File: config.mk
export PLATFORM = sky130hd
export DESIGN_NAME = nn_frame_streamer_flat
export DESIGN_NICKNAME = d
export VERILOG_FILES = /design/src/rtl/nn_frame_streamer_if.sv /design/src/rtl/nn_frame_streamer.sv /design/src/flat_wrapper.sv
export SDC_FILE = /design/constraint.sdc
export NUM_CORES = 1
export LEC_CHECK = 0
export CAP_MARGIN = 30
export CORE_MARGIN = 3
export CORE_UTILIZATION = 45
export DETAILED_ROUTE_END_ITERATION = 12
export GPL_TIMING_DRIVEN = 0
export MAX_ROUTING_LAYER = met4
export SLEW_MARGIN = 25
export SYNTH_ARGS = -nofsm -noshare
export SYNTH_HDL_FRONTEND = slang
export SYNTH_SLANG_ARGS = --single-unit
File: constraint.sdc
create_clock -name clk -period 2.23 [get_ports clk]
set_input_delay 0.3345 -clock clk [delete_from_list [all_inputs] [get_ports clk]]
set_output_delay 0.3345 -clock clk [all_outputs]
set_load 0.1 [all_outputs]
File: src/rtl/nn_frame_streamer_if.sv
// Host/stream bundle for nn_frame_streamer: buffer write port, run control and pixel beat outputs.
interface nn_frame_streamer_if #(
    parameter int unsigned IMG_W = 8,
    parameter int unsigned IMG_H = 8,
    parameter int unsigned PIX_W = 9
);
    localparam int unsigned ADDR_W = $clog2(IMG_W * IMG_H);
    localparam int unsigned XW     = $clog2(IMG_W);
    localparam int unsigned YW     = $clog2(IMG_H);

    logic                    wr_en;
    logic [ADDR_W-1:0]       wr_addr;
    logic signed [PIX_W-1:0] wr_data;
    logic                    wr_reject;
    logic                    start;
    logic [7:0]              n_frames;
    logic                    pause;
    logic                    abort;
    logic                    out_valid;
    logic signed [PIX_W-1:0] out_pixel;
    logic [XW-1:0]           out_x;
    logic [YW-1:0]           out_y;
    logic                    sof;
    logic                    eol;
    logic                    eof;
    logic                    busy;
    logic                    done;

    modport master (
        output wr_en, wr_addr, wr_data, start, n_frames, pause, abort,
        input  wr_reject, out_valid, out_pixel, out_x, out_y, sof, eol, eof, busy, done
    );

    modport slave (
        input  wr_en, wr_addr, wr_data, start, n_frames, pause, abort,
        output wr_reject, out_valid, out_pixel, out_x, out_y, sof, eol, eof, busy, done
    );
endinterface

File: src/rtl/nn_frame_streamer.sv
// Frame buffer plus raster replay engine: streams IMG_W x IMG_H pixels one per cycle
// with optional line/frame gaps, pause, abort and multi-frame repeat.
module nn_frame_streamer #(
    parameter int unsigned IMG_W     = 8,
    parameter int unsigned IMG_H     = 8,
    parameter int unsigned PIX_W     = 9,
    parameter int unsigned LINE_GAP  = 0,
    parameter int unsigned FRAME_GAP = 4,
    parameter int unsigned ADDR_W    = $clog2(IMG_W * IMG_H)
) (
    input  logic               clk,
    input  logic               rst_n,
    nn_frame_streamer_if.slave bus
);
    localparam int unsigned NPIX    = IMG_W * IMG_H;
    localparam int unsigned XW      = $clog2(IMG_W);
    localparam int unsigned YW      = $clog2(IMG_H);
    localparam int unsigned GAP_MAX = (LINE_GAP > FRAME_GAP) ? LINE_GAP : FRAME_GAP;
    localparam int unsigned GW      = (GAP_MAX > 1) ? $clog2(GAP_MAX) : 1;

    typedef enum logic [2:0] {S_IDLE, S_STREAM, S_LGAP, S_FGAP, S_DONE} state_t;

    state_t                  state_q, state_nxt;
    logic [XW-1:0]           x_q, x_nxt;
    logic [YW-1:0]           y_q, y_nxt;
    logic [ADDR_W-1:0]       addr_q, addr_nxt;
    logic [GW-1:0]           gap_q, gap_nxt;
    logic [7:0]              frames_q, frames_nxt;
    logic                    cont_q, cont_nxt;

    logic                    valid_q, valid_nxt;
    logic signed [PIX_W-1:0] pixel_q, pixel_nxt;
    logic [XW-1:0]           ox_q, ox_nxt;
    logic [YW-1:0]           oy_q, oy_nxt;
    logic                    sof_q, sof_nxt;
    logic                    eol_q, eol_nxt;
    logic                    eof_q, eof_nxt;
    logic                    busy_q, busy_nxt;
    logic                    done_q, done_nxt;
    logic                    reject_q, reject_nxt;

    logic signed [PIX_W-1:0] mem [NPIX];
    logic signed [PIX_W-1:0] rd_pixel;
    logic                    last_col, last_row, more;

    // Buffer: writable only while idle, never cleared by reset
    always_ff @(posedge clk) begin
        if (bus.wr_en && !busy_q && (32'(bus.wr_addr) < NPIX))
            mem[bus.wr_addr] <= bus.wr_data;
    end

    assign rd_pixel = mem[addr_q];
    assign last_col = (x_q == XW'(IMG_W - 1));
    assign last_row = (y_q == YW'(IMG_H - 1));
    assign more     = cont_q || (frames_q > 8'd1);

    always_ff @(posedge clk or negedge rst_n) begin
        if (!rst_n) begin
            state_q  <= S_IDLE;
            x_q      <= '0;
            y_q      <= '0;
            addr_q   <= '0;
            gap_q    <= '0;
            frames_q <= '0;
            cont_q   <= 1'b0;
            valid_q  <= 1'b0;
            pixel_q  <= '0;
            ox_q     <= '0;
            oy_q     <= '0;
            sof_q    <= 1'b0;
            eol_q    <= 1'b0;
            eof_q    <= 1'b0;
            busy_q   <= 1'b0;
            done_q   <= 1'b0;
            reject_q <= 1'b0;
        end else begin
            state_q  <= state_nxt;
            x_q      <= x_nxt;
            y_q      <= y_nxt;
            addr_q   <= addr_nxt;
            gap_q    <= gap_nxt;
            frames_q <= frames_nxt;
            cont_q   <= cont_nxt;
            valid_q  <= valid_nxt;
            pixel_q  <= pixel_nxt;
            ox_q     <= ox_nxt;
            oy_q     <= oy_nxt;
            sof_q    <= sof_nxt;
            eol_q    <= eol_nxt;
            eof_q    <= eof_nxt;
            busy_q   <= busy_nxt;
            done_q   <= done_nxt;
            reject_q <= reject_nxt;
        end
    end

    always_comb begin
        state_nxt  = state_q;
        x_nxt      = x_q;
        y_nxt      = y_q;
        addr_nxt   = addr_q;
        gap_nxt    = gap_q;
        frames_nxt = frames_q;
        cont_nxt   = cont_q;
        valid_nxt  = 1'b0;
        pixel_nxt  = pixel_q;
        ox_nxt     = ox_q;
        oy_nxt     = oy_q;
        sof_nxt    = 1'b0;
        eol_nxt    = 1'b0;
        eof_nxt    = 1'b0;
        busy_nxt   = busy_q;
        done_nxt   = 1'b0;
        reject_nxt = bus.wr_en && busy_q;

        if (state_q != S_IDLE && bus.abort) begin
            state_nxt = S_IDLE;
            busy_nxt  = 1'b0;
        end else begin
            unique case (state_q)
                S_IDLE: begin
                    if (bus.start && !bus.abort) begin
                        state_nxt  = S_STREAM;
                        busy_nxt   = 1'b1;
                        x_nxt      = '0;
                        y_nxt      = '0;
                        addr_nxt   = '0;
                        frames_nxt = bus.n_frames;
                        cont_nxt   = (bus.n_frames == 8'd0);
                    end
                end
                S_STREAM: begin
                    // Issue the pixel at the held position, then advance raster
                    if (!bus.pause) begin
                        valid_nxt = 1'b1;
                        pixel_nxt = rd_pixel;
                        ox_nxt    = x_q;
                        oy_nxt    = y_q;
                        sof_nxt   = (x_q == '0) && (y_q == '0);
                        eol_nxt   = last_col;
                        eof_nxt   = last_col && last_row;
                        if (!last_col) begin
                            x_nxt    = x_q + XW'(1);
                            addr_nxt = addr_q + ADDR_W'(1);
                        end else if (!last_row) begin
                            x_nxt    = '0;
                            y_nxt    = y_q + YW'(1);
                            addr_nxt = addr_q + ADDR_W'(1);
                            if (LINE_GAP > 0) begin
                                state_nxt = S_LGAP;
                                gap_nxt   = GW'(LINE_GAP - 1);
                            end
                        end else begin
                            x_nxt    = '0;
                            y_nxt    = '0;
                            addr_nxt = '0;
                            if (more) begin
                                if (!cont_q) frames_nxt = frames_q - 8'd1;
                                if (FRAME_GAP > 0) begin
                                    state_nxt = S_FGAP;
                                    gap_nxt   = GW'(FRAME_GAP - 1);
                                end
                            end else begin
                                state_nxt = S_DONE;
                            end
                        end
                    end
                end
                S_LGAP, S_FGAP: begin
                    if (gap_q == '0) state_nxt = S_STREAM;
                    else             gap_nxt   = gap_q - GW'(1);
                end
                S_DONE: begin
                    state_nxt = S_IDLE;
                    done_nxt  = 1'b1;
                    busy_nxt  = 1'b0;
                end
                default: state_nxt = S_IDLE;
            endcase
        end
    end

    assign bus.out_valid = valid_q;
    assign bus.out_pixel = pixel_q;
    assign bus.out_x     = ox_q;
    assign bus.out_y     = oy_q;
    assign bus.sof       = sof_q;
    assign bus.eol       = eol_q;
    assign bus.eof       = eof_q;
    assign bus.busy      = busy_q;
    assign bus.done      = done_q;
    assign bus.wr_reject = reject_q;
endmodule

File: src/flat_wrapper.sv
// flat-port wrapper written by rule: the top's interface ports become plain ports
module nn_frame_streamer_flat 
#(
    parameter int unsigned IMG_W     = 8,
    parameter int unsigned IMG_H     = 8,
    parameter int unsigned PIX_W     = 9,
    parameter int unsigned LINE_GAP  = 0,
    parameter int unsigned FRAME_GAP = 4,
    parameter int unsigned ADDR_W    = $clog2(IMG_W * IMG_H)
)
  (clk, rst_n, bus_wr_en, bus_wr_addr, bus_wr_data, bus_start, bus_n_frames, bus_pause, bus_abort, bus_wr_reject, bus_out_valid, bus_out_pixel, bus_out_x, bus_out_y, bus_sof, bus_eol, bus_eof, bus_busy, bus_done);
  nn_frame_streamer_if #(.IMG_W(IMG_W), .IMG_H(IMG_H), .PIX_W(PIX_W)) bus_i ();
  input  logic clk;
  input  logic rst_n;
  input wire logic [$bits(bus_i.wr_en)-1:0] bus_wr_en;
  input wire logic [$bits(bus_i.wr_addr)-1:0] bus_wr_addr;
  input wire logic [$bits(bus_i.wr_data)-1:0] bus_wr_data;
  input wire logic [$bits(bus_i.start)-1:0] bus_start;
  input wire logic [$bits(bus_i.n_frames)-1:0] bus_n_frames;
  input wire logic [$bits(bus_i.pause)-1:0] bus_pause;
  input wire logic [$bits(bus_i.abort)-1:0] bus_abort;
  output wire logic [$bits(bus_i.wr_reject)-1:0] bus_wr_reject;
  output wire logic [$bits(bus_i.out_valid)-1:0] bus_out_valid;
  output wire logic [$bits(bus_i.out_pixel)-1:0] bus_out_pixel;
  output wire logic [$bits(bus_i.out_x)-1:0] bus_out_x;
  output wire logic [$bits(bus_i.out_y)-1:0] bus_out_y;
  output wire logic [$bits(bus_i.sof)-1:0] bus_sof;
  output wire logic [$bits(bus_i.eol)-1:0] bus_eol;
  output wire logic [$bits(bus_i.eof)-1:0] bus_eof;
  output wire logic [$bits(bus_i.busy)-1:0] bus_busy;
  output wire logic [$bits(bus_i.done)-1:0] bus_done;
  assign bus_i.wr_en = bus_wr_en;
  assign bus_i.wr_addr = bus_wr_addr;
  assign bus_i.wr_data = bus_wr_data;
  assign bus_i.start = bus_start;
  assign bus_i.n_frames = bus_n_frames;
  assign bus_i.pause = bus_pause;
  assign bus_i.abort = bus_abort;
  assign bus_wr_reject = bus_i.wr_reject;
  assign bus_out_valid = bus_i.out_valid;
  assign bus_out_pixel = bus_i.out_pixel;
  assign bus_out_x = bus_i.out_x;
  assign bus_out_y = bus_i.out_y;
  assign bus_sof = bus_i.sof;
  assign bus_eol = bus_i.eol;
  assign bus_eof = bus_i.eof;
  assign bus_busy = bus_i.busy;
  assign bus_done = bus_i.done;
  nn_frame_streamer #(.IMG_W(IMG_W), .IMG_H(IMG_H), .PIX_W(PIX_W), .LINE_GAP(LINE_GAP), .FRAME_GAP(FRAME_GAP), .ADDR_W(ADDR_W)) u_core (.clk(clk), .rst_n(rst_n), .bus(bus_i));
endmodule
* Word-level counts from Yosys, hierarchy flattened *
Memories as Yosys holds them, arrays and structs flattened. A register that Yosys moved wholly into a read port is not among the register bits.
Cells that the tools add are included.

operators by class
  add/sub/neg operators = 5
  $lt $le $gt $ge = 1
  equality and inequality tests = 18
  muxes and demuxes = 53
  bitwise gates (word level) = 2
  reduce and logical (&&, ||, !) cells = 28

operators by type and width
  operator                                                                          number
  8-bit two-way mux                                                                 6
  3-bit two-way mux                                                                 13
  6-bit two-way mux                                                                 4
  1-bit two-way mux                                                                 18
  8-bit case mux with 2 select lines                                                1
  3-bit by 1-bit != test with 1-bit output (second input constant)                  4
  3-bit case mux with 2 select lines                                                2
  6-bit case mux with 2 select lines                                                1
  2-bit two-way mux                                                                 5
  5-bit AND reduction                                                               2
  3-bit == test (second input constant)                                             3
  3-bit zero test                                                                   3
  3-bit case mux with 3 select lines                                                1
  8-bit by 1-bit greater-than comparator with 1-bit output (second input constant)  1
  8-bit zero test                                                                   1
  2-bit by 1-bit != test with 1-bit output (second input constant)                  4
  8-bit AND reduction                                                               1
  8-bit by 1-bit subtractor with 8-bit output (second input constant)               1
  7-bit AND reduction                                                               1
  3-bit by 1-bit adder with 3-bit output (second input constant)                    2
  6-bit by 1-bit adder with 6-bit output (second input constant)                    1
  3-bit by 2-bit == test with 1-bit output (second input constant)                  2
  1-bit logical AND                                                                 6
  2-bit != test (second input constant)                                             3
  other kinds (15)                                                                  21

word-level totals
  bits in registers = 39
  memory bits (writable) = 576
  input bits = 29
  output and inout bits = 22
  word-level logic and storage cells = 124
  memories = 1

memory list
  memory      depth  width  read ports  clocked after Yosys merged registers in  write ports  line                     source
  u_core.mem  64     9      1           1                                        1            nn_frame_streamer.sv:42  logic signed [PIX_W-1:0] mem [NPIX];

* Depth between registers and ports, before layout *
Gate-level depths: netlist of run 1.

  depth after elaboration = 8
  depth in mapped cells = 10
  gate-level depth less buffers = 8

* Least setup slack after synthesis of run 1 *
OpenSTA, ideal clock, no wires.

  kind = register -> register
  start = register u_core.busy_q (netlist: u_core.bus.busy)
  end = memory u_core.mem[62][0], enable pin
  arrival = 1.964 ns
  required time = 1.856 ns
  slack = -0.109 ns
  cell stages (with the launch flop) = 4
  buffers on the path = 0
  clock period less this slack = 2.339 ns
  cells stage by stage = dfrtp_1 nor3b_1 nand3_1 nor2_1

on the way
  cells in the longest elaborated chain, start to end = 4

ends and longest elaborated chain
  element                                  line                     source
  start, declared                          nn_frame_streamer.sv:38  logic busy_q, busy_nxt;
  start signal, assigned                   nn_frame_streamer.sv:91  busy_q <= busy_nxt;
  1-bit zero test                          nn_frame_streamer.sv:48  if (bus.wr_en && !busy_q && (32'(bus.wr_addr) < NPIX))
  1-bit logical AND                        nn_frame_streamer.sv:48
  1-bit two-way mux                        nn_frame_streamer.sv:48
  1-bit two-way mux (implied by the code)  nn_frame_streamer.sv:49  mem[bus.wr_addr] <= bus.wr_data;
  end, declared                            nn_frame_streamer.sv:42

Every way passes these cells.

==> results of run 1 <==
placed cells by master, fill, tap and decap left out, types with 10 or more instances in the layout:
cell	instances
sky130_fd_sc_hd__edfxtp_1	576
sky130_fd_sc_hd__mux4_2	110
sky130_fd_sc_hd__clkbuf_16	77
sky130_fd_sc_hd__mux2i_1	62
sky130_fd_sc_hd__nand2_1	50
sky130_fd_sc_hd__dfrtp_1	48
sky130_fd_sc_hd__nor2_4	46
sky130_fd_sc_hd__buf_4	41
sky130_fd_sc_hd__clkbuf_1	31
sky130_fd_sc_hd__o21ai_0	31
sky130_fd_sc_hd__nor2_1	30
sky130_fd_sc_hd__buf_6	25
sky130_fd_sc_hd__nor2_2	19
sky130_fd_sc_hd__o211ai_1	18
sky130_fd_sc_hd__inv_1	17
sky130_fd_sc_hd__buf_12	17
sky130_fd_sc_hd__a21oi_1	15
sky130_fd_sc_hd__nor2b_1	14
sky130_fd_sc_hd__clkdlybuf4s50_1	14
sky130_fd_sc_hd__o22ai_1	13
sky130_fd_sc_hd__buf_2	12
sky130_fd_sc_hd__clkinv_2	12
sky130_fd_sc_hd__dlygate4sd2_1	12
sky130_fd_sc_hd__a32oi_1	11
sky130_fd_sc_hd__clkinv_1	11
sky130_fd_sc_hd__mux2i_2	10
sky130_fd_sc_hd__o22ai_2	10
sky130_fd_sc_hd__ha_1	10
sky130_fd_sc_hd__clkdlybuf4s15_2	10
routing by layer:
metal / GRT usage, % / wire length (microns)
met1: 32.7 / 27500
met2: 36.1 / 31200
met3: 3.78 / 4980
met4: 7.24 / 2150
met5: - / 0
cells in the mapped netlist, types with 7 or more instances:
master | count | area [sq um]
sky130_fd_sc_hd__edfxtp_1 | 576 | 17300
sky130_fd_sc_hd__mux4_2 | 108 | 2430
sky130_fd_sc_hd__nor2_1 | 94 | 353
sky130_fd_sc_hd__mux2i_1 | 80 | 801
sky130_fd_sc_hd__nand2_1 | 56 | 210
sky130_fd_sc_hd__dfrtp_1 | 48 | 1200
sky130_fd_sc_hd__o21ai_0 | 37 | 185
sky130_fd_sc_hd__buf_2 | 25 | 125
sky130_fd_sc_hd__o22ai_1 | 23 | 144
sky130_fd_sc_hd__a21oi_1 | 21 | 105
sky130_fd_sc_hd__clkbuf_1 | 19 | 71.3
sky130_fd_sc_hd__o211ai_1 | 18 | 135
sky130_fd_sc_hd__buf_4 | 17 | 128
sky130_fd_sc_hd__inv_1 | 17 | 63.8
sky130_fd_sc_hd__nor2b_1 | 15 | 93.8
sky130_fd_sc_hd__nor3_1 | 14 | 70.1
sky130_fd_sc_hd__a211oi_1 | 13 | 97.6
sky130_fd_sc_hd__a22oi_1 | 11 | 82.6
sky130_fd_sc_hd__a32oi_1 | 11 | 96.3
sky130_fd_sc_hd__ha_1 | 10 | 125
sky130_fd_sc_hd__buf_6 | 9 | 101
sky130_fd_sc_hd__nand3_1 | 9 | 45.0
sky130_fd_sc_hd__a31oi_1 | 8 | 50.1
sky130_fd_sc_hd__mux2_2 | 7 | 78.8
sky130_fd_sc_hd__o21ai_1 | 7 | 35.0
worst max-delay path: stages, from the launching register on:
cell	delay [ns]
sky130_fd_sc_hd__dfrtp_1	0.39
sky130_fd_sc_hd__buf_8	0.16
sky130_fd_sc_hd__buf_12	0.16
sky130_fd_sc_hd__buf_16	0.18
sky130_fd_sc_hd__buf_12	0.16
sky130_fd_sc_hd__mux2i_1	0.22
sky130_fd_sc_hd__o221ai_1	0.20
sky130_fd_sc_hd__a21oi_4	0.25
sky130_fd_sc_hd__o21ai_2	0.11
sky130_fd_sc_hd__a32oi_1	0.20
sky130_fd_sc_hd__nand2_1	0.08
flip-flops by register name (all words and copies together), names as in the netlist:
| register | count |
|---|---|
| u_core.bus.out_valid | 1 |
| u_core.bus.out_y | 3 |
| u_core.bus.out_x | 3 |
| u_core.bus.wr_reject | 1 |
| u_core.bus.done | 1 |
| u_core.bus.out_pixel | 9 |
| u_core.y_q | 3 |
| u_core.addr_q | 6 |
| u_core.frames_q | 8 |
| u_core.x_q | 3 |
| u_core.cont_q | 1 |
| u_core.bus.busy | 1 |
| u_core.state_q | 3 |
| u_core.mem | 576 |
| u_core.gap_q | 2 |
| u_core.bus.eof | 1 |
| u_core.bus.eol | 1 |
| u_core.bus.sof | 1 |
logic make-up (layout without fill, tap and decap cells):
logic type / after synthesis / after routing / synth area share, %
compound gates: 171 / 171 / 4.56
fa+ha+maj: 10 / 10 / 0.504
buf+inv: 91 / 309 / 2.27
flops: 624 / 624 / 74.5
mux: 201 / 201 / 14.0
simple gates: 223 / 223 / 4.15
path summary, 6_finish.rpt:
kind / startpoint / to / slack [ns] / cells after the start
setup / recovery: u_core.addr_q[1]$_DFFE_PN0P_ / u_core.bus.out_pixel[2]$_DFFE_PN0P_ / -0.05 / 10
hold / removal: bus_abort / u_core.state_q[2]$_DFFE_PN0P_ / 0.15 / 3
setup reg to reg: u_core.addr_q[1]$_DFFE_PN0P_ / u_core.bus.out_pixel[2]$_DFFE_PN0P_ / -0.05 / 10
hold reg to reg: u_core.bus.out_y[2]$_DFFE_PN0P_ / u_core.bus.out_y[2]$_DFFE_PN0P_ / 0.48 / 2
max in group asynchronous: rst_n / u_core.bus.out_pixel[6]$_DFFE_PN0P_ / 1.45 / 2
min in group asynchronous: rst_n / u_core.gap_q[0]$_DFFE_PN0P_ / 0.33 / 2
power groups by stage:
stage	Combinational [mW]	Clock, mW	Sequential, mW
floorplan	4.95	0	14.3
global placement	8.63	0	13.7
detailed placement	8.71	0	13.6
CTS	9.86	10.8	13.4
global route	11.2	11.3	13.4
finish	10.7	10.7	13.4
timing repair:
action,in CTS,in global routing
endpoints found under the hold margin,48,0
resized for setup,297,52
gates cloned,1,6
hold buffers,1,0
setup endpoints to repair,598,210
setup buffers,12,11
pin swaps,16,18
final cells by class:
type,count,area [sq um]
fillers,4178,24100
flip-flops and latches,624,18500
multi-input cells,605,6720
clock buffers,90,1870
repair buffers,100,1150
well taps,696,871
plain buffers,72,793
clock inverters,30,224
inverters,17,63.8
==> tab_implementation.tex, run 1 <==
\begin{tabular}{lr}
\hline
Metric & Value \\
\hline
\multicolumn{2}{l}{\textbf{Status}} \\
\quad Run status & complete, but fails checks \\
\quad Violated checks & negative setup slack \\
\multicolumn{2}{l}{\textbf{STA}} \\
\quad Number of slew-limit violations in the final report & 0 \\
\quad Post-Route Setup TNS & -0.184 ns \\
\quad Setup ws final & -0.0509 ns \\
\quad Worst Hold Slack & 0.153 ns \\
\quad Highest Clock Rate & 438 MHz \\
\quad Fin crit period & 2.28 ns \\
\quad Setup repair after global routing missed its margin & yes \\
\quad Transition time of the tightest slew-check pin & 0.963 ns \\
\quad Relative slew slack & 36.0\% \\
\quad Maximum clock skew at final layout & 0.0260 ns \\
\quad Final clock period utilization by the worst path & 102\% \\
\quad Final setup fails & 7 \\
\quad Count of final hold-check violations & 0 \\
\multicolumn{2}{l}{\textbf{Pwr}} \\
\quad Switching power & 11.0 mW \\
\quad Power density over the cells & 1150 nW/um\^{}2 \\
\quad Share of power burned in the clock network & 30.6\% \\
\quad Portion of total power attributed to combinational logic & 30.9\% \\
\quad Overall Power & 34.8 mW \\
\quad Register share of total power & 38.5\% \\
\quad Pleak & 9.77 nW \\
\quad Fraction of power spent switching nets & 31.7\% \\
\quad Cell Int Power & 23.8 mW \\
\quad Worst VDD drop & 0.000932 V \\
\multicolumn{2}{l}{\textbf{Die}} \\
\quad Count of standard-cell rows & 85 \\
\quad Die Area & 58,000 sq um \\
\quad Vertical extent of the die & 241 microns \\
\quad Width of the chip & 241 microns \\
\quad Ports placed on the boundary & 51 \\
\quad Initial Utilization & 45.8\% \\
\quad Core region area & 54,200 sq um \\
\multicolumn{2}{l}{\textbf{Layout}} \\
\quad Final Instance Count excl. Fillers & 2,234 \\
\quad Fraction of final layout cells sized beyond drive strength 1 & 32.3\% \\
\quad Summed area of non-filler cells in the final layout & 30,200 sq um \\
\quad Diodes inserted & 0 \\
\quad Area Overhead vs Synth & 21.6\% \\
\quad Post-layout utilization of the core & 55.7\% \\
\quad Final \#Nets & 1,526 \\
\multicolumn{2}{l}{\textbf{Yosys}} \\
\quad Most used flip-flop cell after synthesis & sky130\_fd\_sc\_hd\_\_edfxtp\_1 \\
\quad Number of storage elements in the synthesis netlist & 624 \\
\quad Netlist area before placement & 24,800 sq um \\
\quad Sequential-to-total area share from yosys stat & 74.5\% \\
\quad Unique masters post-synth & 54 \\
\quad Synth Area per Inst & 18.8 sq um \\
\quad Synthesis Warnings & 0 \\
\quad Number of nets in the synthesized netlist & 1,359 \\
\quad Number of flops mapped to enable cells by yosys & 576 \\
\quad Async S/R FF share, synth & 7.69\% \\
\quad Number of instances in the synthesized netlist & 1,320 \\
\multicolumn{2}{l}{\textbf{Critical path}} \\
\quad Critical path endpoint category & register \\
\quad Critical path data arrival time & 2.75 ns \\
\quad Category of the most critical setup path & register to register \\
\quad Maximum fanout count along the critical path & 10 \\
\quad Category of the worst setup path launch point & register \\
\quad Required time reported for the critical path endpoint & 2.69 ns \\
\multicolumn{2}{l}{\textbf{GRT}} \\
\quad Initial antenna violation count & 0 \\
\quad Global-route wire length before repair & 93.4 mm \\
\quad Pin count of the biggest net entering global routing & 65 \\
\quad Residual overflow from global routing & 0 \\
\quad GRT Util Overall & 23.5\% \\
\quad Vias in the first global route & 13.3k \\
\multicolumn{2}{l}{\textbf{Routing}} \\
\quad Drt first-iter violations & 1,305 \\
\quad Final wirelength & 65.8 mm \\
\quad Average routed wire per standard cell & 29.4 microns \\
\quad DR vias/cell & 6.05 \\
\quad Final antenna-violating net count & 0 \\
\quad Remaining routing DRC violations & 0 \\
\quad Drt pass-1 iters & 5 \\
\quad Number of vias after detailed routing & 13.5k \\
\multicolumn{2}{l}{\textbf{Clock network}} \\
\quad Sinks on Clock Net & 624 \\
\quad H-tree level count & 3 \\
\quad Clock insertion delay at the later pin of the skew report & 0.60 ns \\
\quad Max clock buf depth & 3 \\
\quad CTS clock-pin slew for the worst setup and hold paths & 0.06 ns \\
\quad TritonCTS clock tree & built \\
\quad Library cell used as clock root buffer & sky130\_fd\_sc\_hd\_\_clkbuf\_16 \\
\quad Number of buffers created by CTS & 67 \\
\multicolumn{2}{l}{\textbf{Place}} \\
\quad Routability cong. & 0.989 \\
\quad Dpl cells & 2,085 \\
\quad Setup slack after placement & -1.42 ns \\
\quad Number of buffer cells added on primary ports & 46 \\
\quad Placed standard-cell area & 26,400 sq um \\
\quad Post-DP HPWL & 42.2 mm \\
\multicolumn{2}{l}{\textbf{Job}} \\
\quad Max cap viols & 0 \\
\multicolumn{2}{l}{\textbf{Worst hold path}} \\
\quad Hold/Removal Path Class & input pin to register \\
\hline
\end{tabular}
(Power assumes the default switching activity.)
==> run 2, diff against run 1 <==
ABC_AREA = 1   (was not set)
PLACE_DENSITY = 0.64   (was not set)
==> tab_implementation.tex, run 2 <==
\begin{tabular}{lr}
\hline
Metric & Value \\
\hline
\multicolumn{2}{l}{\textbf{Die}} \\
\quad Count of standard-cell rows & 88 \\
\quad Ports placed on the boundary & 51 \\
\quad Die Area & 61,900 sq um \\
\quad Width of the chip & 249 microns \\
\quad Initial Utilization & 45.7\% \\
\quad Core region area & 58,000 sq um \\
\quad Vertical extent of the die & 249 microns \\
\multicolumn{2}{l}{\textbf{Yosys}} \\
\quad Synthesis Warnings & 0 \\
\quad Synth Area per Inst & 10.6 sq um \\
\quad Sequential-to-total area share from yosys stat & 69.8\% \\
\quad Most used flip-flop cell after synthesis & sky130\_fd\_sc\_hd\_\_edfxtp\_1 \\
\quad Synth area leader & sky130\_fd\_sc\_hd\_\_edfxtp\_1 \\
\quad Number of nets in the synthesized netlist & 2,540 \\
\quad Number of storage elements in the synthesis netlist & 624 \\
\quad Async S/R FF share, synth & 7.69\% \\
\quad Most area-consuming cells after synthesis & sky130\_fd\_sc\_hd\_\_edfxtp\_1 (65\%), sky130\_fd\_sc\_hd\_\_nand2\_1 (12\%), sky130\_fd\_sc\_hd\_\_nand3\_1 (6.2\%), sky130\_fd\_sc\_hd\_\_dfrtp\_1 (4.5\%), sky130\_fd\_sc\_hd\_\_inv\_1 (3.2\%) \\
\quad Proportion of netlist area held by the largest area contributor & 65.2\% \\
\quad Commonest cells in the netlist & sky130\_fd\_sc\_hd\_\_nand2\_1 (849), sky130\_fd\_sc\_hd\_\_edfxtp\_1 (576), sky130\_fd\_sc\_hd\_\_nand3\_1 (331) \\
\quad Number of flops mapped to enable cells by yosys & 576 \\
\quad Number of instances in the synthesized netlist & 2,501 \\
\quad Unique masters post-synth & 32 \\
\quad Most instantiated library cell after synthesis & sky130\_fd\_sc\_hd\_\_nand2\_1 \\
\quad Netlist area before placement & 26,500 sq um \\
\multicolumn{2}{l}{\textbf{Routing}} \\
\quad Average routed wire per standard cell & 22.2 microns \\
\quad DR vias/cell & 5.38 \\
\quad Remaining routing DRC violations & 0 \\
\quad Drt pass-1 iters & 6 \\
\quad Number of vias after detailed routing & 18.6k \\
\quad Drt first-iter violations & 2,232 \\
\quad Final wirelength & 77.0 mm \\
\quad Final antenna-violating net count & 0 \\
\multicolumn{2}{l}{\textbf{Status}} \\
\quad Run status & complete, no violations \\
\multicolumn{2}{l}{\textbf{STA}} \\
\quad Post-Route Setup TNS & 0 ns \\
\quad Highest Clock Rate & 450 MHz \\
\quad Setup repair after global routing missed its margin & yes \\
\quad Relative slew slack & 33.0\% \\
\quad Count of final hold-check violations & 0 \\
\quad Final clock period utilization by the worst path & 99.6\% \\
\quad Maximum clock skew at final layout & 0.0236 ns \\
\quad Number of slew-limit violations in the final report & 0 \\
\quad Final setup fails & 0 \\
\quad Transition time of the tightest slew-check pin & 1.00 ns \\
\quad Fin crit period & 2.22 ns \\
\multicolumn{2}{l}{\textbf{Critical path}} \\
\quad Critical path endpoint category & register \\
\quad Reg2reg end & u\_core.bus.out\_pixel[0]\$\_DFFE\_PN0P\_ \\
\quad Category of the worst setup path launch point & register \\
\quad Worst-case register-to-register setup slack & 0.009 ns \\
\quad Required time reported for the critical path endpoint & 2.76 ns \\
\quad Critical path data arrival time & 2.75 ns \\
\quad Maximum fanout count along the critical path & 10 \\
\quad CP Launch Point & u\_core.addr\_q[1]\$\_DFFE\_PN0P\_ \\
\quad Category of the most critical setup path & register to register \\
\quad Critical register-to-register path startpoint & u\_core.addr\_q[1]\$\_DFFE\_PN0P\_ \\
\quad Path depth of the worst reg2reg path & 11 \\
\quad End of the critical path & u\_core.bus.out\_pixel[0]\$\_DFFE\_PN0P\_ \\
\multicolumn{2}{l}{\textbf{Clock network}} \\
\quad Number of buffers created by CTS & 68 \\
\quad Sinks on Clock Net & 624 \\
\quad Max clock buf depth & 3 \\
\quad TritonCTS clock tree & built \\
\quad Library cell used as clock root buffer & sky130\_fd\_sc\_hd\_\_clkbuf\_16 \\
\quad H-tree level count & 3 \\
\quad Clock insertion delay at the later pin of the skew report & 0.60 ns \\
\quad CTS clock-pin slew for the worst setup and hold paths & 0.06 ns \\
\multicolumn{2}{l}{\textbf{Pwr}} \\
\quad Overall Power & 37.9 mW \\
\quad Power density over the cells & 1200 nW/um\^{}2 \\
\quad Pleak & 12.4 nW \\
\quad Worst VDD drop & 0.00127 V \\
\multicolumn{2}{l}{\textbf{Layout}} \\
\quad Most flops, register & u\_core.mem \\
\quad Final \#Nets & 2,692 \\
\quad Most common library cell in the layout ignoring fill and taps & sky130\_fd\_sc\_hd\_\_nand2\_1 \\
\quad Post-layout utilization of the core & 54.5\% \\
\quad Most frequent cells in the layout & sky130\_fd\_sc\_hd\_\_nand2\_1 (833), sky130\_fd\_sc\_hd\_\_edfxtp\_1 (576), sky130\_fd\_sc\_hd\_\_nand3\_1 (306) \\
\quad Number of flip-flops in the largest register & 576 \\
\quad Diodes inserted & 0 \\
\quad Fraction of final layout cells sized beyond drive strength 1 & 14.1\% \\
\quad Area Overhead vs Synth & 19.2\% \\
\multicolumn{2}{l}{\textbf{Place}} \\
\quad Post-DP HPWL & 52.3 mm \\
\quad Routability cong. & 0.968 \\
\quad Number of buffer cells added on primary ports & 50 \\
\multicolumn{2}{l}{\textbf{Worst hold path}} \\
\quad Hold/Removal Path Class & input pin to register \\
\quad Min-Delay Startpoint & bus\_wr\_data[7] \\
\multicolumn{2}{l}{\textbf{GRT}} \\
\quad Global-route wire length before repair & 113 mm \\
\quad Pin count of the biggest net entering global routing & 57 \\
\quad Residual overflow from global routing & 0 \\
\quad Vias in the first global route & 17.6k \\
\quad Initial antenna violation count & 0 \\
\quad GRT Util Overall & 25.2\% \\
\multicolumn{2}{l}{\textbf{Job}} \\
\quad Max cap viols & 0 \\
\hline
\end{tabular}
-- run 2: cell count changes in the layout (fill, tap and decap cells not counted), sizes merged, moves of 11 or more --
| cell | before | now |
|---|---|---|
| a32oi | 11 | 0 |
| clkbuf | 113 | 145 |
| o22ai | 23 | 0 |
| a22oi | 11 | 0 |
| inv | 19 | 232 |
| nand2 | 56 | 851 |
| a21oi | 21 | 41 |
| nand3 | 10 | 332 |
| nor2b | 15 | 0 |
| mux4 | 114 | 0 |
| mux2i | 80 | 2 |
| nor2 | 95 | 176 |
| a211oi | 13 | 0 |
-- run 2: where the power goes --
group / total [mW] / switching, mW / leakage (nW) / internal, mW
Clock: 10.7 / 4.42 / 1.01 / 6.32
Sequential: 13.4 / 0.261 / 5.80 / 13.2
Combinational: 13.7 / 9.83 / 5.61 / 3.91
-- run 2: final cells by class --
cell class                 instances  area [sq um]
buffer                           125           911
clock buffer                      96          1880
clock inverter                    21           199
fill                            4892         26400
inverter                         231           877
multi-input combinational       1521          7350
sequential                       624         18500
tap                              765           957
timing repair buffer              82           942
-- run 2: cell families after synthesis --
family	share of synthesized area [%]
AOI/OAI and AO/OA	2.58
xor gates and xnor gates	0.198
adders and majority gates	0.472
buffers and inverters	5.52
DFF	69.8
muxes	0.0755
and+or+nand+nor	21.4
-- run 2: routing by layer --
metal | track usage, % | up-vias | part of all wire [%]
met5 | - | - | 0
met4 | 8.57 | 0 | 3.1
met3 | 3.98 | 151 | 9.3
met2 | 37.9 | 858 | 45
met1 | 35.3 | 8950 | 42
li1 | - | 8667 | -
-- run 2: worst min-delay path by stage --
stage	to	slack, ns	cells after the start
2_1_floorplan	u_core.addr_q[0]$_DFFE_PN0P_	0.04	0
3_3_place_gp	u_core.bus.out_y[2]$_DFFE_PN0P_	0.46	2
3_5_place_dp	u_core.bus.eol$_DFF_PN0_	0.28	1
4_1_cts	u_core.mem[12][7]$_DFFE_PP_	0.04	1
5_1_grt	u_core.mem[12][7]$_DFFE_PP_	0.07	1
6_report	u_core.mem[13][7]$_DFFE_PP_	0.07	1
-- run 2: critical path, stage by stage (launching register included) --
cell and delay (ns):
sky130_fd_sc_hd__dfrtp_1 0.36, sky130_fd_sc_hd__buf_4 0.28, sky130_fd_sc_hd__buf_4 0.29, sky130_fd_sc_hd__clkbuf_4 0.27, sky130_fd_sc_hd__nand2_1 0.07, sky130_fd_sc_hd__nand3_1 0.12, sky130_fd_sc_hd__nand3_1 0.15, sky130_fd_sc_hd__nand2_1 0.18
sky130_fd_sc_hd__nand3_2 0.14, sky130_fd_sc_hd__nand2_1 0.15, sky130_fd_sc_hd__nand2_1 0.06, sky130_fd_sc_hd__nand2_1 0.06
-- run 2: metrics by stage --
step                      hold WS (ns)  instance area, sq um  cells  worst slack, ns
after detailed placement         0.285                 28200   3328            -1.48
after floorplan                 0.0389                 26500   2501           0.0188
final                           0.0678                 31600   3465          0.00919
after global routing            0.0722                 31600   3465          -0.0454
after CTS                       0.0435                 31200   3459          0.00353
after global placement           0.462                 28000   3316            -1.51
-- run 2: repair_timing --
action,in CTS,in global routing
endpoints found under the setup margin,590,36
hold buffers,1,0
endpoints found under the hold margin,29,0
setup buffers,13,1
pin swaps,10,14
gates cloned,0,3
gates resized for setup,259,111
==> run 3, diff against run 2 <==
CORE_UTILIZATION = 60   (was 45)
PLACE_DENSITY = 0.8   (was 0.64)
==> tab_implementation.tex, run 3 (synthesis results as in run 2) <==
\begin{tabular}{lr}
\hline
Metric & Value \\
\hline
\multicolumn{2}{l}{\textbf{Status}} \\
\quad Run status & complete, but fails checks \\
\quad Violated checks & negative setup slack \\
\multicolumn{2}{l}{\textbf{GRT}} \\
\quad Pin count of the biggest net entering global routing & 65 \\
\quad Initial antenna violation count & 0 \\
\quad Global-route wire length before repair & 111 mm \\
\quad Residual overflow from global routing & 0 \\
\quad GRT Util Overall & 32.9\% \\
\quad Vias in the first global route & 18.4k \\
\multicolumn{2}{l}{\textbf{Critical path}} \\
\quad Category of the most critical setup path & register to register \\
\quad Critical path endpoint category & register \\
\quad Maximum fanout count along the critical path & 10 \\
\quad Cell with the most instances on the worst path & sky130\_fd\_sc\_hd\_\_nand2\_1 \\
\quad Number of buffer and inverter stages on the critical path & 4 \\
\quad Required time reported for the critical path endpoint & 2.73 ns \\
\quad Delay of the slowest cell on the worst path & 0.40 ns \\
\quad Slowest cell on crit path & sky130\_fd\_sc\_hd\_\_dfrtp\_1 \\
\quad CP cell instances & buf\_4 > inv\_2 > buf\_12 > buf\_6 > nand3\_1 > nand3\_1 > nand2\_1 > nor2\_1 > nand2\_1 > nand3\_1 > nand2\_1 > nand2\_1 > nand2\_1 \\
\quad Category of the worst setup path launch point & register \\
\quad Critical path data arrival time & 2.79 ns \\
\quad Kind of cell adding the most delay to the critical path & simple AND/OR/NAND/NOR gates \\
\multicolumn{2}{l}{\textbf{Layout}} \\
\quad Most flops, register & u\_core.mem \\
\quad Most common library cell in the layout ignoring fill and taps & sky130\_fd\_sc\_hd\_\_nand2\_1 \\
\quad Diodes inserted & 0 \\
\quad Area Overhead vs Synth & 15.7\% \\
\quad Post-layout utilization of the core & 70.7\% \\
\quad Final \#Nets & 2,679 \\
\quad Most frequent cells in the layout & sky130\_fd\_sc\_hd\_\_nand2\_1 (842), sky130\_fd\_sc\_hd\_\_edfxtp\_1 (576), sky130\_fd\_sc\_hd\_\_nand3\_1 (319) \\
\quad Number of flip-flops in the largest register & 576 \\
\quad Final Instance Count excl. Fillers & 3,274 \\
\quad Summed area of non-filler cells in the final layout & 30,700 sq um \\
\quad Fraction of final layout cells sized beyond drive strength 1 & 13.2\% \\
\multicolumn{2}{l}{\textbf{STA}} \\
\quad Final setup fails & 1 \\
\quad Fin crit period & 2.29 ns \\
\quad Worst Hold Slack & 0.109 ns \\
\quad Final clock period utilization by the worst path & 103\% \\
\quad Relative slew slack & 32.9\% \\
\quad Number of slew-limit violations in the final report & 0 \\
\quad Transition time of the tightest slew-check pin & 1.00 ns \\
\quad Maximum clock skew at final layout & 0.0235 ns \\
\quad Count of final hold-check violations & 0 \\
\quad Setup ws final & -0.0561 ns \\
\quad Post-Route Setup TNS & -0.0561 ns \\
\quad Setup repair after global routing missed its margin & yes \\
\quad Highest Clock Rate & 437 MHz \\
\multicolumn{2}{l}{\textbf{Routing}} \\
\quad Drt pass-1 iters & 6 \\
\quad Remaining routing DRC violations & 0 \\
\quad DR vias/cell & 5.87 \\
\quad Final wirelength & 74.3 mm \\
\quad Final antenna-violating net count & 0 \\
\quad Drt first-iter violations & 2,995 \\
\quad Number of vias after detailed routing & 19.2k \\
\quad Average routed wire per standard cell & 22.7 microns \\
\multicolumn{2}{l}{\textbf{Clock network}} \\
\quad Number of buffers created by CTS & 59 \\
\quad TritonCTS clock tree & built \\
\quad Max clock buf depth & 3 \\
\quad Clock insertion delay at the later pin of the skew report & 0.63 ns \\
\quad Library cell used as clock root buffer & sky130\_fd\_sc\_hd\_\_clkbuf\_16 \\
\quad CTS clock-pin slew for the worst setup and hold paths & 0.06 ns \\
\quad H-tree level count & 2 \\
\quad Sinks on Clock Net & 624 \\
\multicolumn{2}{l}{\textbf{Place}} \\
\quad Setup slack after placement & -1.24 ns \\
\quad Placed standard-cell area & 27,900 sq um \\
\quad Number of buffer cells added on primary ports & 50 \\
\quad Routability cong. & 0.988 \\
\quad Post-DP HPWL & 49.4 mm \\
\quad Dpl cells & 3,145 \\
\multicolumn{2}{l}{\textbf{Die}} \\
\quad Core region area & 43,400 sq um \\
\quad Die Area & 46,800 sq um \\
\quad Count of standard-cell rows & 76 \\
\quad Width of the chip & 216 microns \\
\quad Initial Utilization & 61.2\% \\
\quad Ports placed on the boundary & 51 \\
\quad Vertical extent of the die & 216 microns \\
\multicolumn{2}{l}{\textbf{Pwr}} \\
\quad Overall Power & 36.3 mW \\
\quad Pleak & 12.2 nW \\
\quad Worst VDD drop & 0.000900 V \\
\quad Power density over the cells & 1180 nW/um\^{}2 \\
\multicolumn{2}{l}{\textbf{Worst hold path}} \\
\quad Hold/Removal Path Class & input pin to register \\
\multicolumn{2}{l}{\textbf{Job}} \\
\quad Max cap viols & 0 \\
\hline
\end{tabular}
==> run 3: cell types whose count changed in the layout (fill, tap and decap cells not counted), moves of 8 or more <==
cell	change
sky130_fd_sc_hd__clkbuf_16	-15
sky130_fd_sc_hd__nor2_4	-35
sky130_fd_sc_hd__clkbuf_1	-16
sky130_fd_sc_hd__nand2_1	+9
sky130_fd_sc_hd__nor2_2	+37
sky130_fd_sc_hd__nand3_2	-13
sky130_fd_sc_hd__nand2_2	-8
sky130_fd_sc_hd__nand3_1	+13
==> run 3: what timing repair did <==
action                                  CTS  global route
endpoints found under the setup margin  589           505
pin swaps                                 8            11
hold buffers                              1             0
setup buffers                            17             1
endpoints found under the hold margin    23             0
gates resized for setup                 163           130
==> run 3: per-layer routing <==
layer / track usage, % / up-vias / share of wire, %
met5: - / - / 0
met3: 6.30 / 233 / 12
met1: 44.4 / 9118 / 37
met4: 14.2 / 0 / 4.7
met2: 49.8 / 1253 / 46
li1: - / 8627 / -
==> run 3: cell type report <==
cell class / count / area [sq um]
sequential: 624 / 18500
fill: 2944 / 12700
multi-input combinational: 1521 / 7070
clock buffer: 72 / 1560
inverter: 231 / 872
buffer: 125 / 856
timing repair buffer: 78 / 790
tap: 585 / 732
clock inverter: 38 / 289
==> run 3: final timing paths <==
path / from / to / slack, ns / cells after the start
hold / removal: bus_wr_data[0] / u_core.mem[0][0]$_DFFE_PP_ / 0.11 / 1
min in group asynchronous: rst_n / u_core.bus.out_x[2]$_DFFE_PN0P_ / 0.28 / 2
setup / recovery: u_core.addr_q[1]$_DFFE_PN0P_ / u_core.bus.out_pixel[7]$_DFFE_PN0P_ / -0.06 / 13
max in group asynchronous: rst_n / u_core.addr_q[4]$_DFFE_PN0P_ / 1.43 / 3
setup reg to reg: u_core.addr_q[1]$_DFFE_PN0P_ / u_core.bus.out_pixel[7]$_DFFE_PN0P_ / -0.06 / 13
hold reg to reg: u_core.bus.out_y[2]$_DFFE_PN0P_ / u_core.bus.out_y[2]$_DFFE_PN0P_ / 0.47 / 2
==> run 3: worst reg2reg max path, stage by stage (launching register included) <==
cell	delay [ns]
sky130_fd_sc_hd__dfrtp_1	0.40
sky130_fd_sc_hd__buf_4	0.22
sky130_fd_sc_hd__inv_2	0.13
sky130_fd_sc_hd__buf_12	0.16
sky130_fd_sc_hd__buf_6	0.17
sky130_fd_sc_hd__nand3_1	0.10
sky130_fd_sc_hd__nand3_1	0.15
sky130_fd_sc_hd__nand2_1	0.10
sky130_fd_sc_hd__nor2_1	0.25
sky130_fd_sc_hd__nand2_1	0.10
sky130_fd_sc_hd__nand3_1	0.16
sky130_fd_sc_hd__nand2_1	0.12
sky130_fd_sc_hd__nand2_1	0.08
sky130_fd_sc_hd__nand2_1	0.05
==> run 3: report_power, final <==
group	internal (mW)	switching, mW	total (mW)
sequential	13.2	0.260	13.4
combinational	3.60	9.56	13.2
clock	5.43	4.29	9.71
